$ cat config.mk
export PLATFORM = sky130hd
export DESIGN_NAME = uart_rx
export DESIGN_NICKNAME = d
export VERILOG_FILES = /design/src/rtl/uart_rx.sv
export SDC_FILE = /design/constraint.sdc
export NUM_CORES = 1
export LEC_CHECK = 0
export BUFFER_PORTS_ARGS = -buffer_cell sky130_fd_sc_hd__clkbuf_2
export CORE_MARGIN = 3
export CORE_UTILIZATION = 51
export CTS_BUF_LIST = sky130_fd_sc_hd__clkbuf_4 sky130_fd_sc_hd__clkbuf_8
export DETAILED_ROUTE_END_ITERATION = 16
export PLACE_DENSITY_LB_ADDON = 0.3
export SETUP_SLACK_MARGIN = 0.5
export SYNTH_ARGS = -nofsm -noshare
export SYNTH_HDL_FRONTEND = slang
export SYNTH_SLANG_ARGS = --single-unit
$ cat constraint.sdc
create_clock -name clk -period 2.25 [get_ports clk]
set_clock_uncertainty 0.2 [all_clocks]
set_input_delay 0.1125 -clock clk [delete_from_list [all_inputs] [get_ports clk]]
set_output_delay 0.1125 -clock clk [all_outputs]
set_load 0.03 [all_outputs]
$ cat src/rtl/uart_rx.sv
// 16x-oversampled UART receiver: 1 start bit, DBIT data bits LSB first, optional parity, stop bits.
// Define UART_RX_PARITY_EN to add a parity bit after the data (PARITY_ODD selects its sense).
`timescale 1ns/1ps
module uart_rx #(
  parameter int unsigned DBIT       = 8,
  parameter int unsigned SB_TICK    = 16,
  parameter int unsigned PARITY_ODD = 0
) (
  input  logic            clk,
  input  logic            reset,
  input  logic            s_tick,
  input  logic            rx,
  output logic [DBIT-1:0] rx_dout,
  output logic            rx_done_tick,
  output logic            frame_err,
  output logic            parity_err
);

  localparam int unsigned SW = ($clog2(SB_TICK) > 4) ? $clog2(SB_TICK) : 4;
  localparam int unsigned NW = $clog2(DBIT);

  localparam logic [SW-1:0] SMid  = SW'(7);
  localparam logic [SW-1:0] SBit  = SW'(15);
  localparam logic [SW-1:0] SStop = SW'(SB_TICK - 1);
  localparam logic [NW-1:0] NLast = NW'(DBIT - 1);

  typedef enum logic [2:0] {
    StIdle,
    StStart,
    StData,
`ifdef UART_RX_PARITY_EN
    StParity,
`endif
    StStop
  } state_e;

  state_e            state_q, state_d;
  logic              rx_meta_q, rx_s_q, rx_q;
  logic [SW-1:0]     s_q, s_d;
  logic [NW-1:0]     n_q, n_d;
  logic [DBIT-1:0]   b_q, b_d;
  logic [DBIT-1:0]   rx_dout_q, rx_dout_d;
  logic              rx_done_q, rx_done_d;
  logic              frame_err_q, frame_err_d;
  logic              parity_err_q, parity_err_d;

`ifdef UART_RX_PARITY_EN
  localparam logic OddSense = (PARITY_ODD != 0);
  logic p_q, p_d;
`else
  logic unused_parity_odd;
  assign unused_parity_odd = ^PARITY_ODD;
`endif

  always_ff @(posedge clk) begin
    if (reset) begin
      rx_meta_q    <= 1'b1;
      rx_s_q       <= 1'b1;
      rx_q         <= 1'b1;
      state_q      <= StIdle;
      s_q          <= '0;
      n_q          <= '0;
      b_q          <= '0;
      rx_dout_q    <= '0;
      rx_done_q    <= 1'b0;
      frame_err_q  <= 1'b0;
      parity_err_q <= 1'b0;
`ifdef UART_RX_PARITY_EN
      p_q          <= 1'b0;
`endif
    end else begin
      rx_meta_q    <= rx;
      rx_s_q       <= rx_meta_q;
      rx_q         <= rx_s_q;
      state_q      <= state_d;
      s_q          <= s_d;
      n_q          <= n_d;
      b_q          <= b_d;
      rx_dout_q    <= rx_dout_d;
      rx_done_q    <= rx_done_d;
      frame_err_q  <= frame_err_d;
      parity_err_q <= parity_err_d;
`ifdef UART_RX_PARITY_EN
      p_q          <= p_d;
`endif
    end
  end

  always_comb begin
    state_d      = state_q;
    s_d          = s_q;
    n_d          = n_q;
    b_d          = b_q;
    rx_dout_d    = rx_dout_q;
    rx_done_d    = 1'b0;
    frame_err_d  = frame_err_q;
    parity_err_d = parity_err_q;
`ifdef UART_RX_PARITY_EN
    p_d          = p_q;
`endif
    unique case (state_q)
      StIdle: begin
        // Only a high-to-low transition starts a frame, so a stuck-low line cannot retrigger.
        if (rx_q && !rx_s_q) begin
          state_d = StStart;
          s_d     = '0;
        end
      end
      StStart: begin
        if (s_tick) begin
          if (s_q == SMid) begin
            if (!rx_s_q) begin
              state_d = StData;
              s_d     = '0;
              n_d     = '0;
            end else begin
              state_d = StIdle;
            end
          end else begin
            s_d = s_q + SW'(1);
          end
        end
      end
      StData: begin
        if (s_tick) begin
          if (s_q == SBit) begin
            s_d = '0;
            b_d = {rx_s_q, b_q[DBIT-1:1]};
            if (n_q == NLast) begin
`ifdef UART_RX_PARITY_EN
              state_d = StParity;
`else
              state_d = StStop;
`endif
            end else begin
              n_d = n_q + NW'(1);
            end
          end else begin
            s_d = s_q + SW'(1);
          end
        end
      end
`ifdef UART_RX_PARITY_EN
      StParity: begin
        if (s_tick) begin
          if (s_q == SBit) begin
            p_d     = rx_s_q;
            s_d     = '0;
            state_d = StStop;
          end else begin
            s_d = s_q + SW'(1);
          end
        end
      end
`endif
      StStop: begin
        if (s_tick) begin
          if (s_q == SStop) begin
            state_d     = StIdle;
            rx_done_d   = 1'b1;
            rx_dout_d   = b_q;
            frame_err_d = ~rx_s_q;
`ifdef UART_RX_PARITY_EN
            parity_err_d = ((^b_q) ^ p_q) != OddSense;
`else
            parity_err_d = 1'b0;
`endif
          end else begin
            s_d = s_q + SW'(1);
          end
        end
      end
      default: state_d = StIdle;
    endcase
  end

  assign rx_dout      = rx_dout_q;
  assign rx_done_tick = rx_done_q;
  assign frame_err    = frame_err_q;
  assign parity_err   = parity_err_q;

endmodule

==> results of run 1 <==
logic make-up (layout without fill, tap and decap cells):
| family | Yosys count | in the layout | share of synthesized area, % |
|---|---|---|---|
| buf+inv | 12 | 40 | 4.74 |
| other cells | 1 | 1 | 0.258 |
| fa+ha+maj | 8 | 8 | 6.90 |
| simple gates | 53 | 53 | 19.8 |
| mux | 18 | 18 | 12.7 |
| flops | 30 | 30 | 41.4 |
| compound gates | 24 | 24 | 14.2 |
power by group:
part | internal (uW) | switching (uW) | total, uW | leakage [uW]
clock | 230 | 178 | 408 | 0.0000450
combinational | 185 | 179 | 364 | 0.000512
sequential | 546 | 26.2 | 572 | 0.000245
total | 961 | 383 | 1340 | 0.000802
critical path, stage by stage (launching register included):
cell and delay (ns):
dfxtp_4 0.42, inv_4 0.06, ha_4 0.17, nor3_4 0.27, a2bb2oi_4 0.20, buf_4 0.14, and2_4 0.16, o22ai_2 0.08
cells in the mapped netlist:
cell	number	area [um^2]
o2111ai_1	1	8.76
nand4_1	4	25.0
and2_4	1	8.76
o32ai_2	1	16.3
nor3b_1	1	7.51
nand4b_1	1	8.76
o211a_1	1	10.0
nand2_1	7	26.3
or2_2	4	25.0
buf_2	1	5.00
nor2_1	18	67.6
conb_1	1	3.75
nand3_1	3	15.0
nor2b_1	1	6.26
o22a_1	1	8.76
mux2i_1	17	170
buf_6	2	22.5
o2111a_1	2	22.5
a21oi_1	5	25.0
buf_1	1	3.75
nand4_2	1	12.5
a211oi_2	2	25.0
o311a_1	1	10.0
inv_1	4	15.0
mux2i_2	1	13.8
nor3_2	1	10.0
and2_1	2	12.5
buf_4	2	15.0
clkbuf_1	2	7.51
o22ai_1	2	12.5
nor4b_1	2	17.5
o31ai_1	1	7.51
o21ai_0	4	20.0
a311oi_1	1	8.76
or2_0	1	6.26
nand3b_1	1	7.51
ha_1	8	100
a2bb2oi_4	1	26.3
nand2b_1	5	31.3
dfxtp_1	30	601
o21ai_1	1	5.00
cell type report:
type	count	area share [%]
multi-input combinational	104	48.4
sequential	30	33.8
timing repair buffer	28	10.5
clock inverter	3	2.21
clock buffer	5	2.07
tap	30	2.07
inverter	4	0.966
per-layer routing:
metal	vias to the layer above	part of all wire (%)	GRT usage, %	routed length [um]
met5	-	0	0	0
met4	0	0.88	5.18	26
met3	4	4.7	5.23	140
met2	31	50	30.1	1490
met1	567	44	21.9	1300
li1	573	-	-	-
worst paths after layout:
path | startpoint | cells after the start | slack [ns] | endpoint
setup reg to reg | state_q[0] | 7 | 0.45 | s_q[0]
setup / recovery | state_q[0] | 7 | 0.45 | s_q[0]
hold reg to reg | rx_meta_q | 1 | 0.22 | rx_s_q
hold / removal | s_tick | 4 | 0.16 | n_q[2]
sequential cells by signal, indices dropped and copies added (netlist names):
name	flops
frame_err	1
rx_dout	8
rx_done_tick	1
rx_s_q	1
b_q	8
rx_meta_q	1
s_q	4
n_q	3
rx_q	1
state_q	2
layout by cell type, fill, tap and decap left out, types with 5 or more instances in the layout:
cell type  instances
mux2i_1           17
clkbuf_2          13
a21oi_1            5
dfxtp_1           26
nand2b_1           5
nand2_1            7
buf_4             11
clkbuf_4           5
nor2_1            18
stage by stage:
stage          utilization, %  hold slack [ns]  power (uW)  cell area [um^2]  setup WS, ns
3_5_place_dp             59.1           0.0994         818              1530         0.274
3_3_place_gp             59.1            0.101         810              1530         0.350
5_1_grt                  70.0            0.164        1400              1810         0.377
2_1_floorplan               -           0.0163         791              1470         0.503
4_1_cts                  68.0            0.143        1320              1760         0.471
6_report                 70.0            0.161        1340              1810         0.454
timing repair:
item,4_1_cts,5_1_grt
buffers inserted,9,2
endpoints found under the setup margin,25,20
hold buffers,2,0
endpoints found under the hold margin,2,0
gates resized for setup,16,8
pin swaps,7,5
==> impl_metrics.env, run 1 <==
export IMPL_power_density_mw_per_mm2=741
export IMPL_ir_worst_vdd_mv=1.09
export IMPL_h_tree_depth=2
export IMPL_syn_inst=146
export IMPL_gp_congestion=0.797
export IMPL_placed_cells=183
export IMPL_cts_buffer_depth=2
export IMPL_tns_ns=0
export IMPL_finalHoldViolations=0
export IMPL_finalSetupViolCount=0
export IMPL_ios=15
export IMPL_yosysWarningCount=0
export IMPL_die_x_um=59.3
export IMPL_rsz0062_at_grt="yes"
export IMPL_cts_clk_slew_worst_paths_ns=0.09
export IMPL_first_global_vias=1128
export IMPL_arrival_ns=1.80
export IMPL_startpoint_type="register"
export IMPL_status="completed"
export IMPL_yosysSeqAreaShare_pct=41.4
export IMPL_ys_seq_elements=30
export IMPL_drt_total_wl_mm=2.95
export IMPL_fin_crit_ns=1.80
export IMPL_track_usage_pct=17.9
export IMPL_p_leak_uw=0.000802
export IMPL_fillers=187
export IMPL_diodes=0
export IMPL_layout_nets=185
export IMPL_critPathCaptureType="register"
export IMPL_antenna_found_initial=0
export IMPL_drive_above_1_share_pct=35.1
export IMPL_post_synth_cell_area_avg_um2=9.94
export IMPL_num_vias=1175
export IMPL_cts_root_buffer="clkbuf_4"
export IMPL_synth_distinct_cells=41
export IMPL_min_period_over_period_pct=79.8
export IMPL_synth_nets=158
export IMPL_dp_hpwl_mm=1.89
export IMPL_wire_per_inst_um=14.5
export IMPL_die_h_um=59.3
export IMPL_firstDrtPassIters=4
export IMPL_stdcell_count=204
export IMPL_drt_iter0_markers=62
export IMPL_cts_tree="built"
export IMPL_grt_pass1_wl_mm=4.82
export IMPL_clk_latency_ns=0.31
export IMPL_grt_max_degree=34
export IMPL_multiInputGateArea_um2=878
export IMPL_numClockSinks=30
export IMPL_crit_type="reg2reg"
export IMPL_portBuffers=13
export IMPL_die_area_mm2=0.00352
export IMPL_grt_overflow_total=0
export IMPL_fmaxAchievable_mhz=557
export IMPL_hp_class="in2reg"
export IMPL_register_area_um2=613
export IMPL_drcViolationCount=0
export IMPL_area_delta_synth_final_pct=25.0
export IMPL_cts_made_buffers=5
export IMPL_core_area_mm2=0.00259
export IMPL_vias_per_cell=5.76
export IMPL_syn_area_mm2=0.00145
export IMPL_antenna_left=0
export IMPL_slew_violations=0
export IMPL_crit_fanout=5
export IMPL_cp_data_required_time_ns=2.26
export IMPL_initial_utilization_pct=56.0
export IMPL_row_count=18
export IMPL_drv_cap=0
Power figures use the tool's default switching activity.
==> run 2: changes to the inputs <==
Clock period 2.25 ns to 1.5 ns, I/O delays scaled along.
==> run 2 against run 1 <==
  * The flow now finishes with violations (negative hold slack, negative setup slack)
  * Cell area up 17%
  * Utilization up 12 points
  * Flip-flop and latch count unchanged
  * Hold slack worse by 0.39 ns
  * Sequential share of layout area down 4.1 points
  * Power up 75%
  * First-iteration DRC count up 9.7%
  * Register-to-register slack worse by 0.75 ns
  * Critical path type unchanged
  * Largest cell class unchanged
==> impl_metrics.env, run 2 (synthesis results as in run 1) <==
export IMPL_cts_tree="built"
export IMPL_fmaxAchievable_mhz=556
export IMPL_vias_per_cell=5.91
export IMPL_grt_max_degree=34
export IMPL_crit_fanout=6
export IMPL_antenna_found_initial=0
export IMPL_cts_made_buffers=5
export IMPL_startpoint_type="register"
export IMPL_slew_violations=0
export IMPL_cts_buffer_depth=2
export IMPL_drt_iter0_markers=68
export IMPL_crit_type="reg2reg"
export IMPL_num_vias=1300
export IMPL_cts_root_buffer="clkbuf_4"
export IMPL_numClockSinks=30
export IMPL_portBuffers=13
export IMPL_ios=15
export IMPL_clk_latency_ns=0.33
export IMPL_layout_nets=201
export IMPL_arrival_ns=1.83
export IMPL_drv_cap=0
export IMPL_ir_worst_vdd_mv=1.58
export IMPL_core_area_mm2=0.00259
export IMPL_grt_pass1_wl_mm=5.91
export IMPL_die_h_um=59.3
export IMPL_die_area_mm2=0.00352
export IMPL_hp_class="in2reg"
export IMPL_row_count=18
export IMPL_finalSetupViolCount=26
export IMPL_wire_per_inst_um=17.4
export IMPL_h_tree_depth=2
export IMPL_critPathCaptureType="register"
export IMPL_min_period_over_period_pct=120
export IMPL_cts_hold_buffers=1
export IMPL_diodes=0
export IMPL_drcViolationCount=0
export IMPL_finalHoldViolations=2
export IMPL_gp_congestion=0.805
export IMPL_final_cell_mix="buf_4, nor2_1, mux2i_1"
export IMPL_track_usage_pct=22.8
export IMPL_antenna_left=0
export IMPL_initial_utilization_pct=56.0
export IMPL_dp_hpwl_mm=2.22
export IMPL_power_uw=2350
export IMPL_status="finished, violations left"
export IMPL_worst_slack_ns=-0.297
export IMPL_rsz0062_at_grt="yes"
export IMPL_final_common_cell="buf_4"
export IMPL_grt_overflow_total=0
export IMPL_fin_hold_ws_ns=-0.234
export IMPL_cp_data_required_time_ns=1.54
export IMPL_power_density_mw_per_mm2=1110
export IMPL_stdcell_count=220
export IMPL_fin_crit_ns=1.80
export IMPL_first_global_vias=1320
export IMPL_drive_above_1_share_pct=49.5
export IMPL_placed_cells=201
export IMPL_drt_total_wl_mm=3.84
export IMPL_die_x_um=59.3
export IMPL_p_leak_uw=0.000928
export IMPL_firstDrtPassIters=5
export IMPL_violations="negative hold slack, negative setup slack"
export IMPL_area_delta_synth_final_pct=45.9
export IMPL_cts_clk_slew_worst_paths_ns=0.10
## run 2: cell types whose count changed in the layout (fill, tap and decap cells not counted), sizes merged
cell         previous run  this run
buf                    13        40
clkinv                  2         0
clkbuf                 18         9
bufinv                  1         2
dlygate4sd3             2         1
## run 2: path summary, 6_finish.rpt
kind,slack [ns],depth (start not counted),end,start
max reg2reg,-0.30,7,s_q[1],state_q[0]
min,-0.23,2,rx_q,reset
min reg2reg,0.23,1,rx_s_q,rx_meta_q
max,-0.30,7,s_q[1],state_q[0]
## run 2: final cells by class
cell class / count / area (um^2)
Sequential cell: 30 / 628
Fill cell: 135 / 472
Multi-Input combinational cell: 104 / 912
Clock inverter: 2 / 60.1
Inverter: 4 / 17.5
Timing Repair Buffer: 44 / 412
Clock buffer: 6 / 51.3
Tap cell: 30 / 37.5
## run 2: worst max-delay path, cell delays in order (launching register included)
cell	delay [ns]
dfxtp_4	0.40
buf_6	0.11
ha_4	0.17
nor3_4	0.06
buf_4	0.14
a311oi_4	0.29
nand3_2	0.13
o32ai_2	0.20
## run 2: power by group
group          internal, uW  switching (uW)  total [uW]  leakage [uW]
clock                   565             286         851     0.0000585
combinational           328             326         654      0.000619
sequential              818            31.6         849      0.000250
total                  1710             644        2350      0.000928
## run 2: layer usage
metal	up-vias	GRT usage, %	part of all wire (%)
li1	605	-	-
met1	635	25.8	40
met2	47	38.7	53
met3	13	7.41	5.0
met4	0	10.4	2.5
met5	-	0	0
## run 2: repair_timing
item,CTS,global route
gates cloned,0,1
setup endpoints to repair,37,38
setup buffers,3,6
pin swaps,5,15
endpoints found under the hold margin,3,2
gates resized for setup,40,25
## run 2: stage by stage
step | setup WS [ns] | area (um^2) | TNS (ns) | util [%]
global placement | -0.195 | 1700 | -2.73 | 65.8
CTS | -0.252 | 2000 | -3.19 | 77.2
global route | -0.338 | 2120 | -6.00 | 81.8
finish | -0.297 | 2120 | -4.21 | 81.8
detailed placement | -0.305 | 1700 | -4.43 | 65.8
floorplan | -0.225 | 1520 | -2.01 | -
==> run 3: changes to the inputs <==
Settings changed: BUFFER_PORTS_ARGS -buffer_cell sky130_fd_sc_hd__clkbuf_2 to not set, CELL_PAD_IN_SITES_DETAIL_PLACEMENT set to 1, CELL_PAD_IN_SITES_GLOBAL_PLACEMENT set to 1, CORE_UTILIZATION 51 to 46, DONT_BUFFER_PORTS set to 1.
==> run 3 against run 2 <==
  * Routed wire length up 18%
  * Register-to-register slack worse by 0.07 ns
  * First-iteration DRC count up 25%
  * Largest power group is now sequential cells
  * Utilization down 11 points
  * Worst setup slack worse by 0.072 ns
  * Global-route usage up 0.42 points
  * Non-clock buffer count down 5
  * Clock power down 46%
  * Final cell count up 2.7%
  * Highest routed layer unchanged
  * The flow still finishes with violations (negative hold slack, negative setup slack)
  * Maximum frequency down 3.8%
  * Combinational power down 8.3%
==> impl_metrics.env, run 3 (synthesis results as in run 1) <==
export IMPL_status="finished, violations left"
export IMPL_violations="negative hold slack, negative setup slack"
export IMPL_wire_per_inst_um=20.0
export IMPL_worst_slack_ns=-0.369
export IMPL_track_usage_pct=23.2
export IMPL_drive_above_1_share_pct=53.8
export IMPL_row_count=19
export IMPL_hp_class="in2reg"
export IMPL_cts_made_buffers=5
export IMPL_cts_root_buffer="clkbuf_4"
export IMPL_critPathCaptureType="register"
export IMPL_crit_family="flip-flops"
export IMPL_final_cell_mix="buf_4, nor2_1, mux2i_1, buf_6, dfxtp_2"
export IMPL_fmaxAchievable_mhz=535
export IMPL_firstDrtPassIters=4
export IMPL_cts_buffer_depth=2
export IMPL_dpl_instance_area_mm2=0.00168
export IMPL_finalSetupViolCount=26
export IMPL_slowest_stage="dfxtp_4"
export IMPL_ff2ff_path_depth=7
export IMPL_cts_tree="built"
export IMPL_finalHoldViolations=30
export IMPL_layout_nets=196
export IMPL_pwr_share_comb_pct=31.4
export IMPL_ios=15
export IMPL_grt_pass1_wl_mm=7.05
export IMPL_min_period_over_period_pct=125
export IMPL_holdPathStages=1
export IMPL_grt_max_degree=35
export IMPL_crit_cells=7
export IMPL_final_util_pct=70.9
export IMPL_drv_cap=0
export IMPL_crit_fanout=5
export IMPL_switchingPower_uw=634
export IMPL_place_ws_ns=-0.306
export IMPL_antenna_found_initial=0
export IMPL_dp_hpwl_mm=2.46
export IMPL_drt_iter0_markers=85
export IMPL_seqPwrFrac_pct=44.8
export IMPL_core_area_mm2=0.00288
export IMPL_crit_type="reg2reg"
export IMPL_cts_hold_buffers=1
export IMPL_path_cells="inv_4 -> ha_4 -> nor3_4 -> a2bb2oi_4 -> buf_6 -> nand3_1 -> o22ai_2"
export IMPL_arrival_ns=1.93
export IMPL_slew_violations=0
export IMPL_pwr_share_clk_pct=23.8
export IMPL_final_common_cell="buf_4"
export IMPL_num_vias=1296
export IMPL_vias_per_cell=5.73
export IMPL_die_area_mm2=0.00387
export IMPL_antenna_left=0
export IMPL_h_tree_depth=2
export IMPL_clk_latency_ns=0.33
export IMPL_die_h_um=62.2
export IMPL_p_leak_uw=0.000883
export IMPL_ir_worst_vdd_mv=0.803
export IMPL_cts_clk_slew_worst_paths_ns=0.09
export IMPL_grt_overflow_total=0
export IMPL_drt_total_wl_mm=4.51
export IMPL_path_buf_inv=2
export IMPL_initial_utilization_pct=50.5
export IMPL_die_x_um=62.2
export IMPL_drcViolationCount=0
export IMPL_portBuffers=0
export IMPL_fin_crit_ns=1.87
export IMPL_cp_data_required_time_ns=1.56
export IMPL_p_int_uw=1280
export IMPL_swShare_pct=33.2
export IMPL_final_area_mm2=0.00204
export IMPL_gp_congestion=0.812
export IMPL_diodes=0
export IMPL_fin_hold_ws_ns=-0.401
export IMPL_startpoint_type="register"
export IMPL_power_density_mw_per_mm2=937
export IMPL_critPathMaxStageDelay_ns=0.42
export IMPL_rsz0062_at_grt="yes"
export IMPL_area_delta_synth_final_pct=40.5
export IMPL_numClockSinks=30
export IMPL_first_global_vias=1394
-- run 3: worst paths after layout --
kind	slack, ns	startpoint	endpoint
max	-0.37	state_q[0]	s_q[2]
min	-0.40	reset	s_q[3]
min reg2reg	0.22	rx_meta_q	rx_s_q
max reg2reg	-0.37	state_q[0]	s_q[2]
-- run 3: layout make-up --
| cell class | instances | area (um^2) |
|---|---|---|
| Clock buffer | 5 | 37.5 |
| Clock inverter | 2 | 10.0 |
| Fill cell | 285 | 837 |
| Inverter | 4 | 17.5 |
| Multi-Input combinational cell | 104 | 941 |
| Sequential cell | 30 | 629 |
| Tap cell | 42 | 52.6 |
| Timing Repair Buffer | 39 | 352 |
-- run 3: per-layer routing --
layer  up-vias  GRT usage [%]  share of wire (%)  wire [um]
met4         0           11.9                3.0        137
met1       632           26.7                 42       1900
met5         -              0                  0          0
li1        596              -                  -          -
met3        20           5.41                4.2        188
met2        48           40.2                 51       2290
-- run 3: power by group through the flow --
stage                     registers [uW]  clock network (uW)  logic (uW)
final                                857                 456         600
after global routing                 860                 513         637
after CTS                            856                 447         490
after detailed placement             861                   0         457
after global placement               856                   0         435
after floorplan                      855                   0         352
-- run 3: timing repair --
item                       in CTS  in global routing
gates resized for setup        41                 19
hold endpoints to repair       30                 30
setup endpoints to repair      37                 38
setup buffers                   6                  7
pin swaps                      12                 13
cloned                          0                  1
-- run 3: per-stage QoR --
step,power [uW],instances,TNS [ns]
CTS,1790,218,-3.92
global route,2010,226,-7.56
global placement,1290,204,-2.58
finish,1910,226,-5.99
floorplan,1210,146,-2.01
detailed placement,1320,204,-4.62
